## config.mk

```make
export PLATFORM = sky130hd
export DESIGN_NAME = pipelined_adder
export DESIGN_NICKNAME = d
export VERILOG_FILES = /design/src/rtl/pipelined_adder_pkg.sv /design/src/rtl/adder_segment.sv /design/src/rtl/pipelined_adder.sv
export SDC_FILE = /design/constraint.sdc
export NUM_CORES = 1
export LEC_CHECK = 0
export BUFFER_PORTS_ARGS = -buffer_cell sky130_fd_sc_hd__buf_2
export CAP_MARGIN = 20
export CELL_PAD_IN_SITES_DETAIL_PLACEMENT = 1
export CELL_PAD_IN_SITES_GLOBAL_PLACEMENT = 1
export CORE_ASPECT_RATIO = 1.2
export CORE_MARGIN = 2
export CORE_UTILIZATION = 53
export CTS_BUF_LIST = sky130_fd_sc_hd__clkbuf_4 sky130_fd_sc_hd__clkbuf_8
export DETAILED_ROUTE_END_ITERATION = 7
export GPL_TIMING_DRIVEN = 1
export PLACE_DENSITY_LB_ADDON = 0.1
export SKIP_CTS_REPAIR_TIMING = 1
export SLEW_MARGIN = 20
export SYNTH_ARGS = -nofsm -noshare
export SYNTH_HDL_FRONTEND = slang
export SYNTH_HIERARCHICAL = 1
export SYNTH_SLANG_ARGS = --single-unit
```

## constraint.sdc

```tcl
create_clock -name clk -period 6 [get_ports clk]
set_input_delay 0 -clock clk [delete_from_list [all_inputs] [get_ports clk]]
set_output_delay 0 -clock clk [all_outputs]
set_load 0.01 [all_outputs]
```

## src/rtl/pipelined_adder_pkg.sv

```systemverilog
// Shared defaults and segment-width derivation for the pipelined adder.
package pipelined_adder_pkg;

  localparam int unsigned DefWidth  = 16;
  localparam int unsigned DefStages = 4;

  // Bits handled by each pipeline stage; guards against a zero stage count.
  function automatic int unsigned seg_width(input int unsigned width, input int unsigned stages);
    return (stages == 0) ? width : width / stages;
  endfunction

endpackage

```

## src/rtl/adder_segment.sv

```systemverilog
// SEG-bit ripple-carry adder built from 1-bit full adders.
module adder_segment #(
  parameter int unsigned SEG = 4
) (
  input  logic [SEG-1:0] a,
  input  logic [SEG-1:0] b,
  input  logic           carry_in,
  output logic [SEG-1:0] sum,
  output logic           carry_out
);

  logic [SEG:0] carry;

  // Ripple the carry through one full adder per bit.
  always_comb begin
    sum      = '0;
    carry    = '0;
    carry[0] = carry_in;
    for (int i = 0; i < SEG; i++) begin
      sum[i]       = a[i] ^ b[i] ^ carry[i];
      carry[i + 1] = (a[i] & b[i]) | (carry[i] & (a[i] ^ b[i]));
    end
  end

  assign carry_out = carry[SEG];

endmodule

```

## src/rtl/pipelined_adder.sv

```systemverilog
// Carry-pipelined adder: one segment per stage, operands skewed in, sums deskewed out,
// with a valid/ready handshake that freezes the whole pipe while the output is stalled.
module pipelined_adder
  import pipelined_adder_pkg::*;
#(
  parameter int unsigned WIDTH  = DefWidth,
  parameter int unsigned STAGES = DefStages
) (
  input  logic             clk,
  input  logic             rst_n,
  input  logic             in_valid,
  output logic             in_ready,
  input  logic [WIDTH-1:0] in_a,
  input  logic [WIDTH-1:0] in_b,
  input  logic             in_carry,
  output logic             out_valid,
  input  logic             out_ready,
  output logic [WIDTH-1:0] out,
  output logic             out_carry,
  output logic             out_overflow
);

  localparam int unsigned Seg  = seg_width(WIDTH, STAGES);
  localparam int unsigned Last = STAGES - 1;

  if (STAGES < 1 || (WIDTH % STAGES) != 0) begin : g_param_check
    $error("pipelined_adder: WIDTH must be a non-zero multiple of STAGES (STAGES >= 1)");
  end

  // Stage k register: x holds finished sum bits below the stage boundary and the
  // still-unprocessed A bits above it, so the full word exits as the sum.
  logic             valid_q [STAGES];
  logic             carry_q [STAGES];
  logic [WIDTH-1:0] x_q     [STAGES];
  logic             ovf_q;

  logic             v_in  [STAGES];
  logic             c_in  [STAGES];
  logic [WIDTH-1:0] x_in  [STAGES];
  logic [WIDTH-1:0] y_in  [STAGES];
  logic [Seg-1:0]   s_seg [STAGES];
  logic             c_seg [STAGES];
  logic [WIDTH-1:0] x_d   [STAGES];
  logic             ovf_d;
  logic             stall;

  assign stall    = valid_q[Last] && !out_ready;
  assign in_ready = !stall;

  // Stage inputs: stage 0 from the ports, later stages from the previous register.
  always_comb begin
    v_in[0] = in_valid;
    c_in[0] = in_carry;
    x_in[0] = in_a;
    for (int k = 1; k < STAGES; k++) begin
      v_in[k] = valid_q[k-1];
      c_in[k] = carry_q[k-1];
      x_in[k] = x_q[k-1];
    end
  end

  // B operand skew chain; only needed when there is more than one stage.
  assign y_in[0] = in_b;
  if (STAGES > 1) begin : g_skew
    logic [WIDTH-1:0] y_q [STAGES-1];

    // Carry B forward alongside its beat, frozen on stall.
    always_ff @(posedge clk or negedge rst_n) begin
      if (!rst_n) begin
        for (int k = 0; k < STAGES - 1; k++) y_q[k] <= '0;
      end else if (!stall) begin
        for (int k = 0; k < STAGES - 1; k++) y_q[k] <= y_in[k];
      end
    end

    for (genvar k = 1; k < STAGES; k++) begin : g_tap
      assign y_in[k] = y_q[k-1];
    end
  end

  for (genvar k = 0; k < STAGES; k++) begin : g_seg
    adder_segment #(
      .SEG(Seg)
    ) u_adder_segment (
      .a        (x_in[k][k*Seg +: Seg]),
      .b        (y_in[k][k*Seg +: Seg]),
      .carry_in (c_in[k]),
      .sum      (s_seg[k]),
      .carry_out(c_seg[k])
    );
  end

  // Replace the segment just added with its sum bits.
  always_comb begin
    for (int k = 0; k < STAGES; k++) begin
      x_d[k]                = x_in[k];
      x_d[k][k*Seg +: Seg] = s_seg[k];
    end
  end

  // Carry into the MSB is recovered as a ^ b ^ sum at that bit.
  assign ovf_d = c_seg[Last] ^ x_in[Last][WIDTH-1] ^ y_in[Last][WIDTH-1] ^ s_seg[Last][Seg-1];

  // Pipeline registers advance together; bubbles move with valid low.
  always_ff @(posedge clk or negedge rst_n) begin
    if (!rst_n) begin
      for (int k = 0; k < STAGES; k++) begin
        valid_q[k] <= 1'b0;
        carry_q[k] <= 1'b0;
        x_q[k]     <= '0;
      end
      ovf_q <= 1'b0;
    end else if (!stall) begin
      for (int k = 0; k < STAGES; k++) begin
        valid_q[k] <= v_in[k];
        carry_q[k] <= c_seg[k];
        x_q[k]     <= x_d[k];
      end
      ovf_q <= ovf_d;
    end
  end

  assign out_valid    = valid_q[Last];
  assign out          = x_q[Last];
  assign out_carry    = carry_q[Last];
  assign out_overflow = ovf_q;

endmodule

```

==> flow_metrics.py, run 1 <==
metrics = {
    "run_status": {
        "outcome": "finished clean",
    },
    "run": {
        "max_cap_violations": 0,
    },
    "yosys": {
        "yosysMostFrequentCell": "dfrtp_1",
        "synthSimpleGateAreaFrac": 0.00575,
        "synth_compound_area_frac": 0.00121,
        "avgSynthCellArea_sq_um": 15.5,
        "netlist_top_cells_count": "dfrtp_1 (97), mux2_2 (86), inv_1 (40)",
        "synth-xor-area-share": 0.00635,
        "syn_area_sq_mm": 0.00414,
        "ys_types": 15,
        "synth_top_area_cell": "dfrtp_1",
        "synth_adder_area_share": 0.0775,
        "yosys-top-cells-area": "dfrtp_1 (59%), mux2_2 (23%), fa_1 (7.7%)",
        "ys_ff_latch": 97,
        "synthMuxAreaShare": 0.266,
        "async_flop_share": 1.00,
        "synth_top_area_frac": 0.587,
        "ys_seq_area_frac": 0.587,
        "synth_warnings": 6,
        "synthCells": 267,
        "synth.net_count": 320,
        "synth_edf_count": 0,
        "synth_ff_type": "dfrtp_1",
        "synth_top_family_by_area": "multiplexers",
    },
    "global_route": {
        "grt_pass1_vias": 2352,
        "grt_remaining_overflow": 0,
        "antenna_found_initial": 0,
        "groute.usage.overall": 0.171,
        "grt_pass1_wl_um": 11300,
        "grt_max_degree": 79,
    },
    "clock_tree": {
        "cts_tree": "built",
        "clock_latency_ns": 0.35,
        "cts_root_buf": "clkbuf_8",
        "cts.path.max_buffers": 2,
        "cts_sinks": 97,
        "clkSlewWorstSetupHoldPaths_ns": 0.09,
        "cts_max_level": 3,
        "numCtsBuffers": 9,
    },
    "worst_setup_path": {
        "arrival_ns": 2.77,
        "worstSetupPathType": "reg -> reg",
        "reg2reg_from": "x_in[12]",
        "end_kind": "flop",
        "crit_chain": "fa_1 -> inv_1 -> fa_1 -> inv_1 -> fa_1 -> inv_1 -> fa_1 -> inv_1 -> xnor2_1 -> xnor2_1 -> o21ai_0",
        "worst_path_largest_cell_delay_ns": 0.42,
        "cp-startpoint": "x_in[12]",
        "slowest_stage": "fa_1",
        "cp_max_fo": 2,
        "start_kind": "flop",
        "cp_data_required_time_ns": 6.23,
    },
    "routing": {
        "drt-total-wl_um": 6940,
        "dr.pass1.iters": 4,
        "ant_nets": 0,
        "routed_via_density": 5.00,
        "num_vias": 2244,
        "route.detailed.drc": 0,
        "drtIter0Drc": 105,
        "post_drt_wl_per_cell_um": 15.4,
    },
    "timing": {
        "setup_tns_ns": 0,
        "worst_pin_slew_ns": 0.959,
        "setup_ws_ns": 3.46,
        "hold_violations": 0,
        "clock_skew_ns": 0.0103,
        "final-max-slew-violation-count": 0,
        "fin_crit_sh": 0.424,
        "maxSlewHeadroom": 0.361,
        "min_period_ns": 2.54,
        "rsz0062_at_grt": "no",
        "max_freq_mhz": 393,
        "finalSetupViolations": 0,
    },
    "placed_design": {
        "place.port_buffers": 56,
        "post_dp_cell_area_sq_mm": 0.00448,
        "dp_hpwl_um": 4300,
        "place_congestion": 0.713,
        "pre_cts_ws_ns": 3.44,
    },
    "layout": {
        "fin_nets": 405,
        "area_delta_synth_final_pct": 19.7,
        "final_cell_area_sq_mm": 0.00495,
        "diodes": 0,
        "drive_gt1_frac": 0.479,
        "fillCellCount": 712,
    },
    "pwr": {
        "power_density_mw_per_mm2": 496,
        "p_seq_frac": 0.448,
        "power_mw": 2.46,
        "irDropWorstVdd_mv": 0.291,
        "clkPwrFrac": 0.184,
        "p_int_mw": 1.70,
        "swShare": 0.308,
        "pwr-share-comb": 0.368,
        "power.switching_uw": 756,
        "p_leak_nw": 2.33,
    },
    "die": {
        "io_pins": 57,
        "die_height_um": 101,
        "std_cell_rows": 35,
        "core_area_sq_mm": 0.00762,
        "fp.dieW_um": 84.6,
        "dieArea_sq_mm": 0.00853,
        "initial_core_util": 0.543,
    },
    "min_path": {
        "hold_class": "in -> reg",
        "min_from": "in_b[2]",
    },
}
[final timing paths]
path	end	slack, ns	cells past startpoint
max	out_overflow	3.46	11
min	x_d[34]	0.04	3
max reg2reg	out_overflow	3.46	11
min reg2reg	out_valid	0.48	1
max in group asynchronous	x_d[29]	4.72	3
min in group asynchronous	x_d[6]	0.06	2
[layer usage]
layer	track usage	vias to the layer above	wire [um]
met5	0	-	0
met4	0.0623	0	109
met3	0.0401	10	222
met2	0.283	39	3610
met1	0.221	1162	2990
li1	-	1033	-
[flip-flops by register name (all words and copies together) (netlist names)]
register and count:
out_carry 1, out 16, out_overflow 1, v_in 3
c_in 3, g_skew.y_q 24, out_valid 1, x_d 36
x_in 12
[layout by cell type, fill, tap and decap left out]
cell	instances
o21ai_0	1
clkbuf_8	9
dfrtp_1	97
nand2b_1	1
buf_2	55
nor2b_4	1
mux2_4	8
buf_4	4
clkbuf_4	1
clkinvlp_4	1
inv_2	1
xnor2_1	3
inv_1	40
bufinv_16	2
mux2_2	86
mux2_1	1
fa_1	16
dlygate4sd3_1	26
clkinv_2	3
nand2_1	1
[logic make-up (layout without fill, tap and decap cells)]
| family | count (synthesis) | count (layout) |
|---|---|---|
| fa+ha+maj | 16 | 16 |
| flops | 97 | 97 |
| xor+xnor | 3 | 3 |
| buf+inv | 52 | 142 |
| mux | 95 | 95 |
| compound gates | 1 | 1 |
| simple gates | 3 | 3 |
[final cells by class]
type / instances / area, sq um / share of cell area
clock buffer: 10 / 131 / 0.0265
clock inverter: 6 / 82.6 / 0.0167
inverter: 41 / 154 / 0.0311
multi-input combinational: 118 / 1480 / 0.298
sequential: 97 / 2430 / 0.490
tap: 92 / 115 / 0.0232
timing repair buffer: 85 / 566 / 0.114
[power by group through the flow]
stage,Sequential (mW),Combinational (mW),Clock (mW)
floorplan,1.10,0.667,0
global placement,1.10,0.861,0
detailed placement,1.12,0.908,0
CTS,1.10,0.918,0.467
global route,1.14,1.03,0.489
finish,1.10,0.904,0.452
[through the flow]
step / std cells / hold slack [ns] / utilization
floorplan: 267 / -0.296 / -
global placement: 407 / -0.111 / 0.588
detailed placement: 407 / -0.105 / 0.588
CTS: 423 / -0.490 / 0.616
global route: 449 / 0.0508 / 0.650
finish: 449 / 0.0406 / 0.650
[critical path, delay by kind of cell, from the launching register on]
kind                     cells  cell delay [ns]
adder cells (fa/ha/maj)      4             1.32
AO/OA/AOI/OAI                1             0.09
flip-flops                   1             0.41
buffers and inverters        4             0.30
XOR/XNOR                     2             0.30
Note: power is estimated with default switching activity, not from simulation.
==> run 2, diff against run 1 <==
--- a/config.mk
+++ b/config.mk
@@ -5,13 +5,14 @@
 export SDC_FILE = /design/constraint.sdc
 export NUM_CORES = 1
 export LEC_CHECK = 0
+export ABC_AREA = 1
 export BUFFER_PORTS_ARGS = -buffer_cell sky130_fd_sc_hd__buf_2
 export CAP_MARGIN = 20
 export CELL_PAD_IN_SITES_DETAIL_PLACEMENT = 1
 export CELL_PAD_IN_SITES_GLOBAL_PLACEMENT = 1
 export CORE_ASPECT_RATIO = 1.2
 export CORE_MARGIN = 2
-export CORE_UTILIZATION = 53
+export CORE_UTILIZATION = 41
 export CTS_BUF_LIST = sky130_fd_sc_hd__clkbuf_4 sky130_fd_sc_hd__clkbuf_8
 export DETAILED_ROUTE_END_ITERATION = 7
 export GPL_TIMING_DRIVEN = 1
==> constraint.sdc (replaced) <==
create_clock -name clk -period 2 [get_ports clk]
set_input_delay 0 -clock clk [delete_from_list [all_inputs] [get_ports clk]]
set_output_delay 0 -clock clk [all_outputs]
set_load 0.01 [all_outputs]
==> run 2 against run 1 <==
  * The run now ends with hold timing, setup timing left
  * Setup slack worse by 3.9 ns
  * Sequential cell count stayed put
  * Die area is 28% higher
  * Sequential power grew to 2.9 times the previous value
  * Via count is 34% higher
  * Hold slack worse by 0.041 ns
  * Non-clock buffer count is 8 higher
  * First-iteration DRC count is 18% higher
  * Largest power group unchanged
==> flow_metrics.py, run 2 <==
metrics = {
    "run_status": {
        "outcome": "complete, but fails checks",
        "violations": "hold timing, setup timing",
    },
    "timing": {
        "setup_ws_ns": -0.417,
        "finalSetupViolations": 4,
        "max_freq_mhz": 414,
        "fin_crit_sh": 1.21,
        "hold_violations": 1,
        "final-max-slew-violation-count": 0,
        "min_period_ns": 2.42,
        "worst_pin_slew_ns": 0.531,
        "fin_hold_ws_ns": -0.000615,
        "rsz0062_at_grt": "yes",
        "clock_skew_ns": 0.0100,
        "setup_tns_ns": -1.01,
        "maxSlewHeadroom": 0.646,
    },
    "yosys": {
        "ys_seq_area_frac": 0.585,
        "ys_ff_latch": 97,
        "synth.net_count": 516,
        "ys_types": 14,
        "yosysMostFrequentCell": "nand2_1",
        "synth-xor-area-share": 0,
        "synthMuxAreaShare": 0,
        "async_flop_share": 1.00,
        "synth_top_area_cell": "dfrtp_1",
        "synth_top_area_frac": 0.585,
        "synth_ff_type": "dfrtp_1",
        "synth_warnings": 6,
        "synthSimpleGateAreaFrac": 0.207,
        "yosys-top-cells-area": "dfrtp_1 (58%), nand2_1 (20%), fa_1 (7.7%)",
        "syn_area_sq_mm": 0.00415,
        "avgSynthCellArea_sq_um": 8.96,
        "synth_top_family_by_area": "simple AND/OR/NAND/NOR gates",
        "netlist_top_cells_count": "nand2_1 (223), dfrtp_1 (97), inv_1 (64)",
        "synthCells": 463,
        "synth_adder_area_share": 0.0772,
        "synth_edf_count": 0,
        "synth_compound_area_frac": 0.0458,
    },
    "pwr": {
        "power_density_mw_per_mm2": 1420,
        "irDropWorstVdd_mv": 0.457,
        "p_leak_nw": 2.77,
    },
    "worst_setup_path": {
        "worst_path_largest_cell_delay_ns": 0.42,
        "crit_chain": "fa_2 -> inv_2 -> fa_2 -> inv_2 -> fa_2 -> inv_2 -> fa_2 -> inv_2 -> nor2_1 -> nor2_1 -> nand2_1 -> nand3_2 -> nand2_1",
        "slowest_stage": "fa_2",
        "start_kind": "flop",
        "end_kind": "flop",
        "cp_max_fo": 3,
        "cp_data_required_time_ns": 2.26,
        "arrival_ns": 2.67,
        "worstSetupPathType": "reg -> reg",
    },
    "layout": {
        "diodes": 0,
        "fin_nets": 600,
        "final_common_cell": "nand2_1",
        "final_cell_mix": "nand2_1 (223), dfrtp_1 (97), buf_2 (55), inv_1 (50), o21ai_0 (29)",
        "drive_gt1_frac": 0.201,
        "area_delta_synth_final_pct": 22.6,
        "largest_register_ffs": 36,
        "post-route-util": 0.511,
    },
    "routing": {
        "route.detailed.drc": 0,
        "drt-total-wl_um": 8120,
        "dr.pass1.iters": 4,
        "ant_nets": 0,
        "post_drt_wl_per_cell_um": 12.0,
        "drtIter0Drc": 124,
        "routed_via_density": 4.44,
        "num_vias": 3012,
    },
    "clock_tree": {
        "numCtsBuffers": 9,
        "cts.path.max_buffers": 2,
        "cts_sinks": 97,
        "clock_latency_ns": 0.36,
        "clkSlewWorstSetupHoldPaths_ns": 0.09,
        "cts_root_buf": "clkbuf_8",
        "cts_max_level": 3,
        "cts_tree": "built",
    },
    "placed_design": {
        "dp_hpwl_um": 5040,
        "place_congestion": 0.714,
        "place.port_buffers": 56,
    },
    "global_route": {
        "grt_remaining_overflow": 0,
        "groute.usage.overall": 0.160,
        "grt_max_degree": 97,
        "grt_pass1_vias": 3053,
        "grt_pass1_wl_um": 13600,
        "met2_usage": 0.257,
        "met1_usage": 0.206,
        "antenna_found_initial": 0,
        "grt.met3_usage": 0.0369,
        "top_usage_layer": "met2",
    },
    "die": {
        "dieArea_sq_mm": 0.0109,
        "initial_core_util": 0.417,
        "io_pins": 57,
        "die_height_um": 114,
        "fp.dieW_um": 95.8,
        "core_area_sq_mm": 0.00996,
        "std_cell_rows": 40,
    },
    "run": {
        "max_cap_violations": 0,
    },
    "min_path": {
        "hold_class": "in -> reg",
    },
}
-- run 2: changes by cell type after synthesis, moves of 2 or more --
cell / previous run / this run
xnor2_1: 3 / 0
buf_2: 6 / 11
nor2_1: 0 / 2
nand2_1: 1 / 223
o21ai_0: 1 / 33
mux2_4: 8 / 0
o21ai_1: 0 / 5
inv_1: 40 / 64
clkbuf_1: 0 / 6
mux2_2: 86 / 0
-- run 2: path summary, 6_finish.rpt --
check,start,end,slack (ns),cells after the start
worst max-delay path,x_in[12],out_overflow,-0.42,13
worst max register to register,x_in[12],out_overflow,-0.42,13
min in group asynchronous,rst_n,out[14],0.09,2
worst min register to register,v_in[0],out_valid,0.46,2
worst min-delay path,in_carry,x_d[32],-0.0006,4
max in group asynchronous,rst_n,x_d[44],1.20,3
-- run 2: layer usage --
layer	part of all wire	vias to the layer above
met4	0.019	0
li1	-	1525
met2	0.48	43
met5	0	-
met3	0.030	11
met1	0.47	1433
-- run 2: through the flow --
stage | setup slack, ns | std cells | power [mW] | hold slack (ns) | instance area [sq um]
finish | -0.417 | 678 | 7.23 | -0.000615 | 5090
global route | -0.551 | 678 | 8.05 | 0.00952 | 5090
CTS | -0.424 | 650 | 7.24 | -0.463 | 4800
detailed placement | -0.409 | 634 | 6.02 | -0.0530 | 4620
global placement | -0.317 | 634 | 5.84 | -0.0589 | 4620
floorplan | -0.272 | 463 | 5.09 | -0.296 | 4170
-- run 2: cell type report --
type,count,area [sq um]
Fill cell,1194,4870
Sequential cell,97,2430
Multi-Input combinational cell,281,1400
Timing Repair Buffer,93,676
Inverter,65,244
Clock buffer,13,166
Tap cell,126,158
Clock inverter,3,15.0
-- run 2: power by group --
part,leakage [nW],internal [mW],total [mW],switching (mW)
Sequential,1.18,2.80,3.24,0.439
Clock,0.100,0.543,1.17,0.631
Combinational,1.49,1.16,2.82,1.65
Total,2.77,4.51,7.23,2.72
-- run 2: critical path: cells and delay by family (launching register included) --
family	cells	cell delay, ns
buffers and inverters	4	0.24
DFF	1	0.41
adders and majority gates	4	1.31
and+or+nand+nor	5	0.35
-- run 2: cell families after synthesis --
kind of cell | count (synthesis)
AO/OA/AOI/OAI | 38
adder cells (fa/ha/maj) | 16
buffers and inverters | 85
flip-flops | 97
AND/OR/NAND/NOR | 227
==> run 3, diff against run 2 <==
--- a/config.mk
+++ b/config.mk
@@ -12,7 +12,7 @@
 export CELL_PAD_IN_SITES_GLOBAL_PLACEMENT = 1
 export CORE_ASPECT_RATIO = 1.2
 export CORE_MARGIN = 2
-export CORE_UTILIZATION = 41
+export CORE_UTILIZATION = 30
 export CTS_BUF_LIST = sky130_fd_sc_hd__clkbuf_4 sky130_fd_sc_hd__clkbuf_8
 export DETAILED_ROUTE_END_ITERATION = 7
 export GPL_TIMING_DRIVEN = 1
==> run 3 against run 2 <==
  * The flow still finishes with violations (hold timing, setup timing)
  * Via count about the same
  * Final cell count increased by 6.8%
  * Clock-buffer cell count up 1
  * Core utilization shrank 13 points
  * Maximum frequency is 0.60% higher
  * Combinational power fell by 2%
  * Non-clock buffer count increased by 1
  * Clock power up 8%
  * Hold slack worse by 0.0079 ns
  * Clock skew shrank 0.0036 ns
  * Sequential cell count did not move
  * Critical endpoint unchanged
==> flow_metrics.py, run 3 (same netlist as run 2, synthesis figures left out) <==
metrics = {
    "worst_setup_path": {
        "r2r_end": "out_overflow",
        "cp_data_required_time_ns": 2.30,
        "arrival_ns": 2.70,
        "end_kind": "flop",
        "cp_max_fo": 3,
        "crit_chain": "fa_2 -> inv_2 -> fa_2 -> inv_2 -> fa_2 -> inv_2 -> fa_1 -> inv_2 -> nand2_1 -> inv_1 -> nor2_1 -> nand2_1 -> nand3_1 -> nand2_1",
        "start_kind": "flop",
        "reg2reg_from": "c_in[0]",
        "cp-startpoint": "c_in[0]",
        "rrSetupSlack_ns": -0.40,
        "reg2reg_depth": 14,
        "worstSetupPathType": "reg -> reg",
        "cp_common_cell": "inv_2",
        "worst_path_largest_cell_delay_ns": 0.41,
        "slowest_stage": "dfrtp_1",
        "endpoint": "out_overflow",
    },
    "routing": {
        "num_vias": 3014,
        "top_layer": "met4",
        "drt-total-wl_um": 8340,
        "drtIter0Drc": 128,
        "routed_via_density": 4.16,
        "ant_nets": 0,
        "route.detailed.drc": 0,
        "post_drt_wl_per_cell_um": 11.5,
        "dr_wl_met3_um": 293,
        "dr.pass1.iters": 4,
        "wl_met1_um": 4240,
        "wl_met2_um": 3660,
    },
    "timing": {
        "final-max-slew-violation-count": 0,
        "min_period_ns": 2.40,
        "hold_violations": 1,
        "clock_skew_ns": 0.00641,
        "fin_crit_sh": 1.20,
        "maxSlewHeadroom": 0.555,
        "rsz0062_at_grt": "yes",
        "worst_pin_slew_ns": 0.668,
        "finalSetupViolations": 4,
        "fin_hold_ws_ns": -0.00848,
        "setup_ws_ns": -0.403,
        "setup_tns_ns": -0.950,
        "max_freq_mhz": 416,
    },
    "placed_design": {
        "post_dp_cell_area_sq_mm": 0.00465,
        "dp_hpwl_um": 5140,
        "place.port_buffers": 56,
        "place_congestion": 0.702,
        "dpl.cell_count": 679,
    },
    "pwr": {
        "p_leak_nw": 2.77,
        "irDropWorstVdd_mv": 0.466,
        "power_mw": 7.28,
        "power_density_mw_per_mm2": 1420,
    },
    "clock_tree": {
        "cts.path.max_buffers": 2,
        "cts_tree": "built",
        "numCtsBuffers": 9,
        "cts_max_level": 3,
        "clock_latency_ns": 0.36,
        "cts_root_buf": "clkbuf_8",
        "cts_sinks": 97,
        "clkSlewWorstSetupHoldPaths_ns": 0.09,
    },
    "layout": {
        "final_cell_area_sq_mm": 0.00514,
        "fin_cells": 724,
        "fin_nets": 601,
        "drive_gt1_frac": 0.197,
        "final_cell_mix": "nand2_1 (223), dfrtp_1 (97), buf_2 (55), inv_1 (51), o21ai_0 (30)",
        "area_delta_synth_final_pct": 23.9,
        "diodes": 0,
        "final_common_cell": "nand2_1",
        "largest_register_ffs": 36,
    },
    "global_route": {
        "groute.usage.overall": 0.122,
        "grt_max_degree": 99,
        "antenna_found_initial": 0,
        "grt_pass1_vias": 3102,
        "grt_pass1_wl_um": 14600,
        "grt_remaining_overflow": 0,
    },
    "die": {
        "die_height_um": 133,
        "dieArea_sq_mm": 0.0148,
        "io_pins": 57,
        "fp.dieW_um": 111,
        "initial_core_util": 0.304,
        "core_area_sq_mm": 0.0136,
        "std_cell_rows": 47,
    },
    "run_status": {
        "outcome": "complete, but fails checks",
        "violations": "hold timing, setup timing",
    },
    "min_path": {
        "hold_class": "in -> reg",
    },
    "run": {
        "max_cap_violations": 0,
    },
}
-- run 3: cell count changes in the layout (fill, tap and decap cells not counted), sizes merged --
cell    delta
buf        +1
clkinv     -1
clkbuf     +1
-- run 3: critical path, delay by kind of cell (launching register included) --
kind          cells  cell delay [ns]
simple gates      5             0.33
fa+ha+maj         4             1.30
buf+inv           5             0.31
flops             1             0.41
-- run 3: per-stage QoR --
step           worst slack, ns  utilization
2_1_floorplan           -0.272            -
3_3_place_gp            -0.349        0.341
3_5_place_dp            -0.405        0.341
4_1_cts                 -0.432        0.356
5_1_grt                 -0.524        0.377
6_report                -0.403        0.377
-- run 3: report_power, final --
part	switching [mW]	total, mW	internal [mW]
clock network	0.664	1.26	0.600
registers	0.445	3.25	2.80
logic	1.63	2.77	1.14
-- run 3: how the worst min path moves through the flow --
stage | start | to | slack (ns) | cells past startpoint
finish | in_carry | x_d[32] | -0.008 | 4
global route | in_carry | x_d[32] | 0.003 | 4
CTS | rst_n | x_d[32] | -0.37 | 2
detailed placement | rst_n | x_d[32] | 0.04 | 2
global placement | rst_n | x_d[32] | 0.04 | 2
floorplan | rst_n | c_in[0] | -0.30 | 0
-- run 3: metal layers --
metal,up-vias,GRT usage
met5,-,0
met1,1441,0.167
met3,10,0.0289
met4,0,0.0514
met2,42,0.186
li1,1521,-
-- run 3: area by class of cell --
cell class | instances | area (sq um)
flip-flops and latches | 97 | 2430
fillers | 1630 | 8500
multi-input cells | 281 | 1400
clock buffers | 14 | 186
inverters | 65 | 244
repair buffers | 94 | 662
clock inverters | 2 | 10.0
well taps | 171 | 214
